$ cat config.mk
export PLATFORM = sky130hd
export DESIGN_NAME = bit_serial_adder
export DESIGN_NICKNAME = d
export VERILOG_FILES = /design/src/rtl/bit_serial_adder.sv
export SDC_FILE = /design/constraint.sdc
export NUM_CORES = 1
export LEC_CHECK = 0
export BUFFER_PORTS_ARGS = -buffer_cell sky130_fd_sc_hd__buf_4
export CAP_MARGIN = 20
export CORE_ASPECT_RATIO = 1.25
export CORE_MARGIN = 2
export CORE_UTILIZATION = 25
export CTS_CLUSTER_SIZE = 8
export DETAILED_ROUTE_END_ITERATION = 8
export PLACE_DENSITY = 0.48
export SLEW_MARGIN = 20
export SYNTH_ARGS = -nofsm -noshare
export SYNTH_HDL_FRONTEND = slang
export SYNTH_SLANG_ARGS = --single-unit
$ cat constraint.sdc
create_clock -name clk -period 3.5 [get_ports clk]
set_input_delay 0 -clock clk [delete_from_list [all_inputs] [get_ports clk]]
set_output_delay 0 -clock clk [all_outputs]
set_load 0.01 [all_outputs]
$ cat src/rtl/bit_serial_adder.sv
// bit_serial_adder: multi-cycle LSB-first adder around one full adder; SERIAL_SUB_EN adds a 'sub' port for a - b.
// The FA carry is registered and fed back each cycle; results update in the cycle the last bit is added.
module bit_serial_adder #(
    parameter int WIDTH = 32
) (
    input  logic             clk,
    input  logic             rst,
    input  logic             start,
    input  logic [WIDTH-1:0] a,
    input  logic [WIDTH-1:0] b,
    input  logic             cin,
`ifdef SERIAL_SUB_EN
    input  logic             sub,
`endif
    output logic             busy,
    output logic             done,
    output logic [WIDTH-1:0] sum,
    output logic             cout,
    output logic             overflow
);
    localparam int CW = $clog2(WIDTH + 1);

    typedef enum logic [1:0] {IDLE, SHIFT, DONE} state_t;

    state_t           state, next;
    logic [CW-1:0]    cnt;
    logic [WIDTH-1:0] a_sr, b_sr, sum_next;
    logic [WIDTH-2:0] sum_sr;
    logic             carry_r, fa_sum, fa_cout, last, sub_on;

`ifdef SERIAL_SUB_EN
    assign sub_on = sub;
`else
    assign sub_on = 1'b0;
`endif

    assign fa_sum   = a_sr[0] ^ b_sr[0] ^ carry_r;
    assign fa_cout  = (a_sr[0] & b_sr[0]) | (carry_r & (a_sr[0] ^ b_sr[0]));
    assign sum_next = {fa_sum, sum_sr};
    assign last     = cnt == CW'(WIDTH - 1);
    assign busy     = state == SHIFT;
    assign done     = state == DONE;

    always_ff @(posedge clk) begin
        if (rst)
            state <= IDLE;
        else
            state <= next;
    end

    always_comb begin
        next = state;
        next = state == IDLE  ? (start ? SHIFT : IDLE) :
               state == SHIFT ? (last ? DONE : SHIFT) : IDLE;
    end

    always_ff @(posedge clk) begin
        if (rst) begin
            a_sr     <= '0;
            b_sr     <= '0;
            sum_sr   <= '0;
            carry_r  <= 1'b0;
            cnt      <= '0;
            sum      <= '0;
            cout     <= 1'b0;
            overflow <= 1'b0;
        end else if (state == IDLE && start) begin
            a_sr    <= a;
            b_sr    <= b ^ {WIDTH{sub_on}};
            carry_r <= cin | sub_on;
            cnt     <= '0;
        end else if (state == SHIFT) begin
            a_sr    <= a_sr >> 1;
            b_sr    <= b_sr >> 1;
            sum_sr  <= sum_next[WIDTH-1:1];
            carry_r <= fa_cout;
            cnt     <= cnt + CW'(1);
            // On the MSB cycle carry_r is the carry into the MSB, so overflow needs no extra register.
            if (last) begin
                sum      <= sum_next;
                cout     <= fa_cout;
                overflow <= carry_r ^ fa_cout;
            end
        end
    end
endmodule

==> metrics.txt <==
outcome finished, final reports clean; CP Launch Type flop; Worst-Margin Slew 0.943 ns; number of global-route vias before repair 4958; Clk pin slew, worst setup/hold paths 0.06 ns; Setup TNS 0 ns; logic gate share of total power 9.0%; core area 23000 um^2; Layout Cells excl Fill 1070; Flop pwr share 42.0%; Inserted Clock Buffers 17; Placement Rows 62; Post-synth top flop dfxtp_1; detailed placement HPWL 9010 um; total wire length 15700 um; sequential cell area fraction in the yosys report 47.4%; Root Driver clkbuf_16; share of flip-flops with an asynchronous set or reset 0%; post-place setup slack 1.31 ns; final setup fails 0; CTS tree built; post-route ant nets 0; Placed Cells 1025; Power Density 535 nW/um^2; Storage cell area 2770 um^2; average size of a mapped cell 8.39 um^2; Cell Int Power 3.06 mW; final hold violation count 0; cells after synthesis 695; largest net degree at the start of global routing 71; final worst slack 1.40 ns; min cycle time layout 2.10 ns; # resized after CTS 0; Bufs on Longest Clock Path 2; Leak 2.84 nW; clk_lat worst skew 0.42 ns; sw power 0.962 mW; Sw Ratio 23.9%; CP arrival 2.41 ns; Final Max Slew Viols 0; DRT Pass-1 Iters 7; total track usage 12.8%; DRC 0; average routed wire per standard cell 14.7 um; clock sinks 138; placed cell area 6730 um^2; RSZ-0062 raised after global routing false; grt ovf 0; Area growth syn-to-layout 28.8%; ant diodes 0; vias 5099; CP endpoint kind flop; EDFF count, synth 0; slew margin rel. 37.0%; MaxCap Viol Count 0; Yosys reg bits 138; H-tree depth 4; first-pass GRT wire length 25400 um; f_max 476 MHz; Synth Warn # 0; multi-input combinational cell area 2760 um^2; Starting DRT DRC Count 320; I/O pin cnt 104; Final period util 60.0%; Die Footprint 24600 um^2; fin area 7510 um^2; antenna violations before repair 0; Yosys cell types 35; Die Span Y 175 um; vias per cell 4.77; port buffer count 103; CP max FO 66; Die W 141 um; fraction of layout cells with a size suffix above 1 25.1%; FILL cells 2457; Worst VDD drop 0.000340 V; Clock Power Share 49.0%; Hold Path Class input port to flop; synthesized area 5830 um^2; clk_skew 0.0107 ns; Required @ worst endpoint 3.81 ns; NumNets Final 839; starting density of the core 25.4%; crit path kind flop to flop; gpl congestion 0.728; syn_nets 765
[Yosys cell counts (2+ instances only)]
master / count / area share [%]
a21oi_1: 142 / 12
dfxtp_1: 138 / 47
nand2_1: 76 / 4.9
nor2_1: 57 / 3.7
nor2b_1: 54 / 5.8
o221a_2: 47 / 9.1
o21ai_0: 45 / 3.9
nand3_1: 35 / 3.0
buf_2: 33 / 2.8
clkbuf_1: 33 / 2.1
o221a_1: 6 / 1.2
a22oi_1: 2 / 0.26
buf_1: 2 / 0.13
nor3_1: 2 / 0.17
or3_1: 2 / 0.21
xnor2_1: 2 / 0.30
[layout make-up]
cell class              count  share of cell area, %
well taps                 288                   4.80
flip-flops and latches    138                   36.8
repair buffers            124                   12.9
inverters                   2                  0.133
clock inverters            14                   2.80
multi-input cells         486                   36.7
clock buffers              18                   5.85
[power by group through the flow]
stage	Clock (mW)	Sequential [mW]	Combinational [mW]
floorplan	0	1.70	0.254
global placement	0	1.72	0.355
global route	2.09	1.70	0.407
CTS	2.03	1.69	0.367
detailed placement	0	1.72	0.354
finish	1.97	1.69	0.362
[registers in the layout, summed over array words and instances (netlist names)]
register / flops
a_sr: 32
b_sr: 32
sum: 32
sum_sr: 31
cnt: 6
state: 2
carry_r: 1
cout: 1
overflow: 1
[repair_timing]
action	CTS	global route
buffers inserted	0	0
setup endpoints to repair	0	0
hold buffers	12	0
hold endpoints to repair	12	0
[placed cells by master (no fill, tap or decap), types with 3 or more instances in the layout]
master         netlist  final
nor2_1              57     57
bufinv_16            0      4
dfxtp_1            138    136
o221a_2             47     47
nor2b_1             54     54
nand2_1             76     76
buf_4                1    111
clkbuf_16            0     17
nand3_1             35     35
a21oi_1            142    142
dlygate4sd3_1        0     12
o221a_1              6      6
o21ai_0             45     45
inv_8                0      3
clkinv_4             0      3
[per-stage QoR]
| stage | hold slack [ns] | power [mW] | util (%) |
|---|---|---|---|
| 2_1_floorplan | 0.161 | 1.96 | - |
| 6_report | 0.0274 | 4.02 | 32.7 |
| 3_3_place_gp | 0.260 | 2.08 | 29.3 |
| 4_1_cts | 0.00581 | 4.09 | 32.6 |
| 5_1_grt | 0.0346 | 4.20 | 32.7 |
| 3_5_place_dp | 0.265 | 2.08 | 29.3 |
[cell families (layout without fill, tap and decap cells)]
| logic type | after synthesis | after routing | synth area share [%] |
|---|---|---|---|
| AO/OA/AOI/OAI | 246 | 246 | 27.1 |
| XOR/XNOR | 3 | 3 | 0.451 |
| adder cells (fa/ha/maj) | 2 | 2 | 0.558 |
| buffers and inverters | 71 | 158 | 5.34 |
| flip-flops | 138 | 138 | 47.4 |
| AND/OR/NAND/NOR | 235 | 235 | 19.1 |
[per-layer routing]
metal	global-route usage [%]	routed length (um)	vias to the layer above
met4	5.21	291	0
met2	21.2	7660	75
met5	0	0	-
met3	2.55	448	16
li1	-	-	2607
met1	16.4	7350	2401
[worst max-delay path, cell delays in order, from the launching register on]
cell,delay [ns]
dfxtp_2,0.83
buf_4,0.59
nor2b_1,0.23
a21oi_1,0.06
o221a_2,0.27
[worst paths after layout]
kind / from / end / slack [ns] / depth (start not counted)
min reg2reg: a_sr[25] / a_sr[24] / 0.45 / 2
min: a[7] / a_sr[7] / 0.03 / 4
max reg2reg: state[0] / b_sr[30] / 1.40 / 4
max: state[0] / b_sr[30] / 1.40 / 4
Power figures use the tool's default switching activity.
